### config.mk
export PLATFORM = sky130hd
export DESIGN_NAME = seq_traffic_gen_flat
export DESIGN_NICKNAME = d
export VERILOG_FILES = /design/src/rtl/mp_gen_pkg.sv /design/src/rtl/seq_traffic_gen_if.sv /design/src/rtl/gen_watchdog.sv /design/src/rtl/seq_traffic_gen.sv /design/src/flat_wrapper.sv
export SDC_FILE = /design/constraint.sdc
export NUM_CORES = 1
export LEC_CHECK = 0
export ABC_AREA = 1
export CAP_MARGIN = 30
export CORE_UTILIZATION = 50
export DETAILED_ROUTE_END_ITERATION = 8
export PLACE_DENSITY = 0.79
export SLEW_MARGIN = 20
export SYNTH_ARGS = -nofsm -noshare
export SYNTH_HDL_FRONTEND = slang
export SYNTH_SLANG_ARGS = --single-unit
### constraint.sdc
create_clock -name clk -period 4.06 [get_ports clk]
set_input_delay 0.609 -clock clk [delete_from_list [all_inputs] [get_ports clk]]
set_output_delay 0.609 -clock clk [all_outputs]
set_load 0.05 [all_outputs]
### src/rtl/mp_gen_pkg.sv
// Shared types for the memory-pattern traffic generator: FSM states, run
// modes, the data seed and a small state-classification helper.
package mp_gen_pkg;

    typedef enum logic [2:0] {
        ST_IDLE    = 3'd0,
        ST_WR_REQ  = 3'd1,
        ST_RD_REQ  = 3'd2,
        ST_RD_WAIT = 3'd3,
        ST_DONE    = 3'd4
    } gen_state_e;

    typedef enum logic {
        MODE_BATCH      = 1'b0,
        MODE_INTERLEAVE = 1'b1
    } gen_mode_e;

    // Data pattern for index i of core c is DATA_SEED + c + i.
    localparam logic [7:0] DATA_SEED = 8'hA0;

    // True for the states in which a bus transaction is in flight.
    function automatic logic is_bus_state(input gen_state_e s);
        case (s)
            ST_WR_REQ, ST_RD_REQ, ST_RD_WAIT: return 1'b1;
            default:                          return 1'b0;
        endcase
    endfunction

endpackage

### src/rtl/seq_traffic_gen_if.sv
// Request/response bus between a traffic generator (master) and the memory
// under test (slave). Requests are held until gnt; reads return on rvalid.
interface seq_traffic_gen_if #(
    parameter int AW = 11,
    parameter int DW = 8
) ();
    logic          req;
    logic          we;
    logic [AW-1:0] addr;
    logic [DW-1:0] wdata;
    logic          gnt;
    logic          rvalid;
    logic [DW-1:0] rdata;

    modport master (
        output req, we, addr, wdata,
        input  gnt, rvalid, rdata
    );

    modport slave (
        input  req, we, addr, wdata,
        output gnt, rvalid, rdata
    );
endinterface

### src/rtl/gen_watchdog.sv
// Wait-cycle watchdog: counts consecutive enabled cycles and flags the cycle
// that completes LIMIT of them. clear restarts the count for a new phase.
module gen_watchdog #(
    parameter int LIMIT = 255
) (
    input  logic clk,
    input  logic rst_n,
    input  logic clear,
    input  logic enable,
    output logic expired
);
    localparam int              LIM  = (LIMIT < 1) ? 1 : LIMIT;
    localparam int              CW   = $clog2(LIM + 1);
    localparam logic [CW-1:0]   LAST = CW'(LIM - 1);

    logic [CW-1:0] count_q;
    logic [CW-1:0] count_d;

    // Next count: restart on clear, otherwise advance while waiting, stopping at LAST.
    always_comb begin
        count_d = count_q;
        if (clear) begin
            count_d = '0;
        end else if (enable && (count_q != LAST)) begin
            count_d = count_q + CW'(1'b1);
        end else begin
            count_d = count_q;
        end
    end

    // Count register.
    always_ff @(posedge clk or negedge rst_n) begin
        if (!rst_n) begin
            count_q <= '0;
        end else begin
            count_q <= count_d;
        end
    end

    // The LIMIT-th waiting cycle is the one seen while the count sits at LAST.
    assign expired = enable && !clear && (count_q == LAST);

endmodule

### src/rtl/seq_traffic_gen.sv
// Per-core memory pattern traffic generator. Writes a core-specific data
// pattern to a core-specific address window, reads it back, counts readback
// mismatches and reports pass/fail. Batch mode writes everything first;
// interleave mode does write(i), read(i) per address. Every bus phase is
// guarded by a watchdog that ends the run with timeout set.
module seq_traffic_gen
    import mp_gen_pkg::*;
#(
    parameter int            CORE_ID   = 0,
    parameter int            AW        = 11,
    parameter int            DW        = 8,
    parameter int            NUM_TXN   = 16,
    parameter logic [AW-1:0] BASE_ADDR = 11'h040,
    parameter int            STRIDE    = 1,
    parameter int            TIMEOUT   = 255
) (
    input  logic                           clk,
    input  logic                           rst_n,
    input  logic                           start,
    input  logic                           mode,
    seq_traffic_gen_if.master              bus,
    output logic                           busy,
    output logic                           done,
    output logic                           pass,
    output logic                           timeout,
    output logic [$clog2(NUM_TXN+1)-1:0]   err_count
);
    localparam int            IW        = (NUM_TXN > 1) ? $clog2(NUM_TXN) : 1;
    localparam int            EW        = $clog2(NUM_TXN + 1);
    localparam logic [IW-1:0] LAST_IDX  = IW'(NUM_TXN - 1);
    localparam logic [AW-1:0] CORE_BASE = AW'(32'(BASE_ADDR) + 32'(CORE_ID * NUM_TXN * STRIDE));
    localparam logic [AW-1:0] STRIDE_A  = AW'(STRIDE);
    localparam logic [DW-1:0] DATA_BASE = DW'(32'(DATA_SEED) + 32'(CORE_ID));

    // Address of index i inside this core's window; wraps modulo 2^AW.
    function automatic logic [AW-1:0] addr_of(input logic [IW-1:0] i);
        return CORE_BASE + (STRIDE_A * AW'(i));
    endfunction

    // Expected data pattern of index i; wraps modulo 2^DW.
    function automatic logic [DW-1:0] data_of(input logic [IW-1:0] i);
        return DATA_BASE + DW'(i);
    endfunction

    gen_state_e    state_q,   state_d;
    gen_mode_e     mode_q,    mode_d;
    logic [IW-1:0] idx_q,     idx_d;
    logic [EW-1:0] err_q,     err_d;
    logic          timeout_q, timeout_d;

    logic          req_q;
    logic          we_q;
    logic [AW-1:0] addr_q;
    logic [DW-1:0] wdata_q;
    logic          busy_q;
    logic          done_q;
    logic          pass_q;

    logic          wait_s;
    logic          read_done_s;
    logic          expired_s;

    // Phase qualifiers: are we stalled on the bus, and did a read response land this cycle.
    always_comb begin
        wait_s      = 1'b0;
        read_done_s = 1'b0;
        case (state_q)
            ST_WR_REQ: begin
                wait_s = !bus.gnt;
            end
            ST_RD_REQ: begin
                wait_s      = !bus.gnt;
                read_done_s = bus.gnt && bus.rvalid;
            end
            ST_RD_WAIT: begin
                wait_s      = !bus.rvalid;
                read_done_s = bus.rvalid;
            end
            default: begin
                wait_s      = 1'b0;
                read_done_s = 1'b0;
            end
        endcase
    end

    gen_watchdog #(
        .LIMIT (TIMEOUT)
    ) u_watchdog (
        .clk     (clk),
        .rst_n   (rst_n),
        .clear   (!wait_s),
        .enable  (wait_s),
        .expired (expired_s)
    );

    // Run sequencing: index/mode bookkeeping, readback compare and timeout exit.
    always_comb begin
        state_d   = state_q;
        mode_d    = mode_q;
        idx_d     = idx_q;
        err_d     = err_q;
        timeout_d = timeout_q;
        case (state_q)
            ST_IDLE, ST_DONE: begin
                if (start) begin
                    state_d   = ST_WR_REQ;
                    mode_d    = gen_mode_e'(mode);
                    idx_d     = '0;
                    err_d     = '0;
                    timeout_d = 1'b0;
                end else begin
                    state_d = state_q;
                end
            end
            ST_WR_REQ: begin
                if (bus.gnt) begin
                    if (mode_q == MODE_INTERLEAVE) begin
                        state_d = ST_RD_REQ;
                    end else if (idx_q == LAST_IDX) begin
                        state_d = ST_RD_REQ;
                        idx_d   = '0;
                    end else begin
                        idx_d = idx_q + IW'(1'b1);
                    end
                end else if (expired_s) begin
                    state_d   = ST_DONE;
                    timeout_d = 1'b1;
                end else begin
                    state_d = state_q;
                end
            end
            ST_RD_REQ, ST_RD_WAIT: begin
                if (read_done_s) begin
                    if ((bus.rdata != data_of(idx_q)) && (err_q != '1)) begin
                        err_d = err_q + EW'(1'b1);
                    end else begin
                        err_d = err_q;
                    end
                    if (idx_q == LAST_IDX) begin
                        state_d = ST_DONE;
                    end else begin
                        idx_d   = idx_q + IW'(1'b1);
                        state_d = (mode_q == MODE_INTERLEAVE) ? ST_WR_REQ : ST_RD_REQ;
                    end
                end else if ((state_q == ST_RD_REQ) && bus.gnt) begin
                    state_d = ST_RD_WAIT;
                end else if (expired_s) begin
                    state_d   = ST_DONE;
                    timeout_d = 1'b1;
                end else begin
                    state_d = state_q;
                end
            end
            default: begin
                state_d = ST_IDLE;
            end
        endcase
    end

    // Run state registers.
    always_ff @(posedge clk or negedge rst_n) begin
        if (!rst_n) begin
            state_q   <= ST_IDLE;
            mode_q    <= MODE_BATCH;
            idx_q     <= '0;
            err_q     <= '0;
            timeout_q <= 1'b0;
        end else begin
            state_q   <= state_d;
            mode_q    <= mode_d;
            idx_q     <= idx_d;
            err_q     <= err_d;
            timeout_q <= timeout_d;
        end
    end

    // Registered bus request and status, decoded from the next state so they change with it.
    always_ff @(posedge clk or negedge rst_n) begin
        if (!rst_n) begin
            req_q   <= 1'b0;
            we_q    <= 1'b0;
            addr_q  <= '0;
            wdata_q <= '0;
            busy_q  <= 1'b0;
            done_q  <= 1'b0;
            pass_q  <= 1'b0;
        end else begin
            req_q   <= (state_d == ST_WR_REQ) || (state_d == ST_RD_REQ);
            we_q    <= (state_d == ST_WR_REQ);
            addr_q  <= is_bus_state(state_d) ? addr_of(idx_d) : '0;
            wdata_q <= is_bus_state(state_d) ? data_of(idx_d) : '0;
            busy_q  <= is_bus_state(state_d);
            done_q  <= (state_d == ST_DONE);
            pass_q  <= (state_d == ST_DONE) && !timeout_d && (err_d == '0);
        end
    end

    assign bus.req   = req_q;
    assign bus.we    = we_q;
    assign bus.addr  = addr_q;
    assign bus.wdata = wdata_q;

    assign busy      = busy_q;
    assign done      = done_q;
    assign pass      = pass_q;
    assign timeout   = timeout_q;
    assign err_count = err_q;

endmodule
### src/flat_wrapper.sv
// flat-port wrapper written by rule: the top's interface ports become plain ports
module seq_traffic_gen_flat import mp_gen_pkg::*;
#(
    parameter int            CORE_ID   = 0,
    parameter int            AW        = 11,
    parameter int            DW        = 8,
    parameter int            NUM_TXN   = 16,
    parameter logic [AW-1:0] BASE_ADDR = 11'h040,
    parameter int            STRIDE    = 1,
    parameter int            TIMEOUT   = 255
)
  (clk, rst_n, start, mode, busy, done, pass, timeout, err_count, bus_req, bus_we, bus_addr, bus_wdata, bus_gnt, bus_rvalid, bus_rdata);
  seq_traffic_gen_if #(.AW(AW), .DW(DW)) bus_i ();
  input  logic clk;
  input  logic rst_n;
  input  logic start;
  input  logic mode;
  output logic busy;
  output logic done;
  output logic pass;
  output logic timeout;
  output logic [$clog2(NUM_TXN+1)-1:0] err_count;
  output wire logic [$bits(bus_i.req)-1:0] bus_req;
  output wire logic [$bits(bus_i.we)-1:0] bus_we;
  output wire logic [$bits(bus_i.addr)-1:0] bus_addr;
  output wire logic [$bits(bus_i.wdata)-1:0] bus_wdata;
  input wire logic [$bits(bus_i.gnt)-1:0] bus_gnt;
  input wire logic [$bits(bus_i.rvalid)-1:0] bus_rvalid;
  input wire logic [$bits(bus_i.rdata)-1:0] bus_rdata;
  assign bus_req = bus_i.req;
  assign bus_we = bus_i.we;
  assign bus_addr = bus_i.addr;
  assign bus_wdata = bus_i.wdata;
  assign bus_i.gnt = bus_gnt;
  assign bus_i.rvalid = bus_rvalid;
  assign bus_i.rdata = bus_rdata;
  seq_traffic_gen #(.CORE_ID(CORE_ID), .AW(AW), .DW(DW), .NUM_TXN(NUM_TXN), .BASE_ADDR(BASE_ADDR), .STRIDE(STRIDE), .TIMEOUT(TIMEOUT)) u_core (.clk(clk), .rst_n(rst_n), .start(start), .mode(mode), .bus(bus_i), .busy(busy), .done(done), .pass(pass), .timeout(timeout), .err_count(err_count));
endmodule
## Word-level counts from Yosys, hierarchy flattened

Index checks and enable logic that the tools add are counted.

- Word-level logic and storage cells: 85
- Bits in registers: 46
- Bits of input ports: 14
- Output and inout port bits: 30
- Memories: 0
- Bits in read-only memories: 0
- Bits in latches: 0
- RAM bits: 0

- Div/mod/pow operators: 0
- Mux-type cells: 34
- Bitwise gates (word level): 0
- Add/subtract/negate cells: 6
- Equal/unequal tests: 14
- $lt $le $gt $ge: 0
- Shift operators: 0
- Reductions and logical operators: 18
- $mul: 0

Operator list:

| kind | count |
|---|---|
| two-way mux 3 bit | 8 |
| two-way mux 4 bit | 6 |
| two-way mux 8 bit | 3 |
| adder 8 x 4 -> 8 bit, first input constant | 2 |
| two-way mux 5 bit | 3 |
| equality test 3 x 2 -> 1 bit, second input constant | 4 |
| one-hot mux 4 bit (3 select lines) | 1 |
| two-way mux 11 bit | 1 |
| one-hot mux 5 bit (2 select lines) | 1 |
| one-hot mux 3 bit (3 select lines) | 1 |
| adder 7 x 4 -> 8 bit, first input constant | 1 |
| adder 8 x 1 -> 8 bit, second input constant | 1 |
| equality test 8 bit, second input constant | 1 |
| != test 8 bit | 1 |
| != test 8 bit, second input constant | 1 |
| logical AND 1 bit | 7 |
| equality test 3 x 1 -> 1 bit, second input constant | 2 |
| equality test 3 bit, second input constant | 2 |
| two-way mux 1 bit | 6 |
| OR reduction 2 bit | 3 |
| adder 5 x 1 -> 5 bit, second input constant | 1 |
| logical NOT 5 bit | 1 |
| != test 5 bit, second input constant | 1 |
| adder 4 x 1 -> 4 bit, second input constant | 1 |
| 10 further kinds | 13 |

## Logic depth before layout (Yosys ltp)

- Depth in word-level cells: 12
- Gate-level depth with buffers: 13

## Modules after synthesis

A second synthesis with hierarchy kept.

- Cells, all modules: 279
- Area, all modules: 2092.0 sq um

Modules (own cells, without submodules):

| module | cells an instance | area each (sq um) | sequential area each (sq um) | times used |
|---|---|---|---|---|
| seq_traffic_gen | 207 | 1569.0 | 575.6 | 1 |
| gen_watchdog | 72 | 523.0 | 200.2 | 1 |

## Least setup slack after synthesis

No wires, ideal clock.

- Path type: reg2reg
- Start point: reg u_core.err_q[0] (netlist: u_core.err_count[0])
- End point: reg u_core.pass_q (netlist: u_core.pass)
- Cell stages (with the launch flop): 13
- Path buffers: 0
- Setup time: 0.115 ns
- Slack: 2.114 ns
- Arrival time: 1.831 ns
- Path through: dfrtp_1 > ha_1 > nand2_1 > nor2_1 > ha_1 > nor2_4 > nand2_1 > nor2_1 > nand2_1 > nand2_1 > inv_2 > nand3_1 > nor2_1

- Word-level cells in the longest chain between the ends: 7

Ends and longest elaborated chain:

| item | RTL line | source |
|---|---|---|
| start: declaration | seq_traffic_gen.sv:48 | `logic [EW-1:0] err_q, err_d;` |
| start signal: assignment | seq_traffic_gen.sv:172 | `err_q <= err_d;` |
| parallel branches: the longest is 2 deep, another holds adder 5 x 1 -> 5 bit | n/a |  |
| two-way mux 5 bit (*) | seq_traffic_gen.sv:134 | `if ((bus.rdata != data_of(idx_q)) && (err_q != '1)) begin` |
| two-way mux 5 bit (*) | seq_traffic_gen.sv:133 | `if (read_done_s) begin` |
| one-hot mux 5 bit (2 select lines) (*) | seq_traffic_gen.sv:103 | `case (state_q)` |
| named net u_core.err_d[3] | seq_traffic_gen.sv:48 |  |
| logical NOT 5 bit (*) | seq_traffic_gen.sv:194 | `pass_q <= (state_d == ST_DONE) && !timeout_d && (err_d == '0);` |
| logical AND 1 bit (*) | seq_traffic_gen.sv:194 |  |
| end signal: assignment | seq_traffic_gen.sv:194 |  |
| end: declaration | seq_traffic_gen.sv:57 | `logic pass_q;` |

Mark *: on every way through the listed nets, which the timed path passes.
A chain may end at the register's enable or synchronous reset.

## Final worst setup path

- Start point: reg u_core.err_q[0] (netlist: u_core.err_count[0])
- End point: out err_count[0]

RTL lines:

| item | RTL line | source |
|---|---|---|
| end: declaration | flat_wrapper.sv:22 | `output logic [$clog2(NUM_TXN+1)-1:0] err_count;` |

No word-level cell between the ends.

==> results.txt <==
CTS resizes - 0
first-pass GRT wire length - 7.100 mm
Vias per Instance - 5.071
clock share of power - 17.9%
number of max-cap violations - 0
Register Area - 775.7 um^2
placed cell areas - 0.002340 mm^2
Fill cells - 345
vias post-DR - 1,785
Sw Share - 48.85%
Routed WL - 4.057 mm
Crit Path Category - flip-flop to primary output
H-tree depth - 2
CP Buf/Inv Count - 1
Clock Sinks - 31
CTS root buffer - clkbuf_8
Synth Warn # - 0
crit path capture type - primary output
GPL Wtd Cong - 0.9655
Final period util - 53.67%
Nets - 323
Yosys cell types - 38
pin count of the biggest net entering global routing - 32
post-route ant nets - 0
status - completed
Crit path required time - 3.45 ns
clock period minus worst slack - 2.179 ns
Max Used Layer - met4
critical path, cell by cell - clkdlybuf4s50_1
post-route setup TNS - 0 ns
Die Ht - 65.46 um
Post-DP HPWL - 3.031 mm
IO Port Bufs - 35
n_diodes - 0
met3 wire len - 301 um
Hold Fails Final Rpt - 0
Non-Filler Instances - 352
Pint - 0.8952 mW
M1 WL - 1.890 mm
CP Launch Type - flip-flop
CP max FO - 6
Post-synth top flop - dfrtp_1
Area Growth Syn to Fin - 22.06%
worst clock skew - 0.005525 ns
final setup violation count - 0
maximum vdd ir drop - 357.4 uV
vias in the first global route - 1,646
placed cell count - 344
GRT Total Usage - 21.92%
Worst Tran Pin Value - 0.5024 ns
number of rows in the core area - 22
Gate Count Post-Synth - 269
Yosys reg bits - 31
Multi-input gate area - 950.9 um^2
syn avg cell area - 7.484 um^2
Sequential Power Share - 27.7%
clk slew on worst S/H paths - 0.06 ns
slowest stage delay, CP - 0.84 ns
NetSw - 0.8549 mW
share of cells above drive strength 1 - 9.211%
Lkg Pwr - 1.280 nW
Detailed Routing Iterations Pass 1 - 4
Seq/Total Area, Yosys - 38.53%
slowest cell on the critical path - clkdlybuf4s50_1
Initial Util - 53.38%
Post-synth EDFFs - 0
met2 wire length - 1.800 mm
Routed WL per cell - 11.53 um
Comb power frac - 54.4%
final-report max-slew violation count - 0
Top delay family on crit path - buffers and inverters
Residual DRC - 0
total CTS buffers - 5
Worst-Skew Late Latency - 0.29 ns
initial antenna violation count - 0
asr flop ratio synth - 100.0%
total gr overflow - 0
hold_buf cts - 0
setup bufs post-CTS - 0
# IOs - 44
DR iter-0 viols - 112
core footprint - 0.003771 mm^2
CTS tree - yes
commonest non-fill, non-tap cell in the layout - nand2_1
most frequent cells in the layout - nand2_1, inv_1, clkdlybuf4s50_1
fin area - 0.002457 mm^2
unrepaired setup endpoints after global routing - false
die width - 65.46 um
worst min-delay path category - flip-flop to flip-flop
worst path arrival time - 1.57 ns
Util after Layout - 65.16%
fmax - 458.9 MHz
Netlist Area Pre-Place - 0.002013 mm^2
Die ar. - 0.004284 mm^2
Worst slew margin - 66.40%
Cell Pwr Density - 712.2 mW/mm^2
worst-case clock buffer depth - 2
[flip-flops by register name (all words and copies together) (netlist names)]
register                   cells
u_core.pass                    1
u_core.idx_q                   4
u_core.bus.wdata               1
u_core.u_watchdog.count_q      8
u_core.bus.we                  1
u_core.state_q                 3
u_core.bus.addr                4
u_core.done                    1
u_core.err_count               5
u_core.timeout                 1
u_core.bus.req                 1
u_core.mode_q                  1
[per-stage QoR]
step                      setup WS, ns  total power, mW  hold slack [ns]
after floorplan                  2.114            1.218           0.3134
after global placement           1.799            1.430           0.5254
after detailed placement         1.659            1.437           0.5505
after CTS                        1.879            1.756           0.5706
after global routing             1.734            1.884           0.6027
final                            1.881            1.750           0.5741
[routing by layer]
layer	global-route usage, %	up-vias
met5	0	-
met4	10.05	0
met3	4.688	10
met2	35.18	73
met1	28.11	807
li1	-	895
[logic make-up after synthesis]
group / share of synthesized area [%]
AO/OA/AOI/OAI: 11.44
other: 0.1863
AND/OR/NAND/NOR: 29.71
buffers and inverters: 15.54
adder cells (fa/ha/maj): 3.729
flip-flops: 38.53
XOR/XNOR: 0.8703
[final cells by class]
type | count | area share [%]
inverters | 52 | 7.943
clock buffers | 6 | 3.360
well taps | 48 | 2.444
clock inverters | 2 | 1.426
multi-input cells | 177 | 38.70
flip-flops and latches | 31 | 31.57
repair buffers | 36 | 14.56
[path summary, 6_finish.rpt]
kind | start | to | slack, ns | cells past startpoint
min in group asynchronous | rst_n | u_core.bus.addr[1] | 0.72 | 2
worst min register to register | u_core.err_count[4] | u_core.err_count[4] | 0.57 | 2
worst max-delay path | u_core.err_count[0] | err_count[0] | 1.88 | 1
worst max register to register | u_core.err_count[0] | u_core.pass | 2.11 | 11
max in group asynchronous | rst_n | u_core.err_count[2] | 3.04 | 2
worst min-delay path | u_core.err_count[4] | u_core.err_count[4] | 0.57 | 2
[power groups by stage]
stage,sequential (mW),clock (mW),combinational (mW)
after global routing,0.498,0.333,1.05
final,0.485,0.313,0.952
after detailed placement,0.488,0,0.949
after global placement,0.487,0,0.943
after CTS,0.485,0.318,0.953
after floorplan,0.607,0,0.611
[cells in the mapped netlist (2+ instances only)]
library cell	number	area (um^2)
a21oi_1	10	50.05
nand3_2	3	30.03
inv_2	4	15.01
ha_1	6	75.07
o21ai_0	9	45.04
buf_4	15	112.6
nor3_1	6	30.03
o211ai_1	2	15.01
nand2_1	62	232.7
dfrtp_1	31	775.7
nand3_1	26	130.1
nor2_1	21	78.83
inv_1	48	180.2
nor2_2	2	12.51
Power figures use the tool's default switching activity.
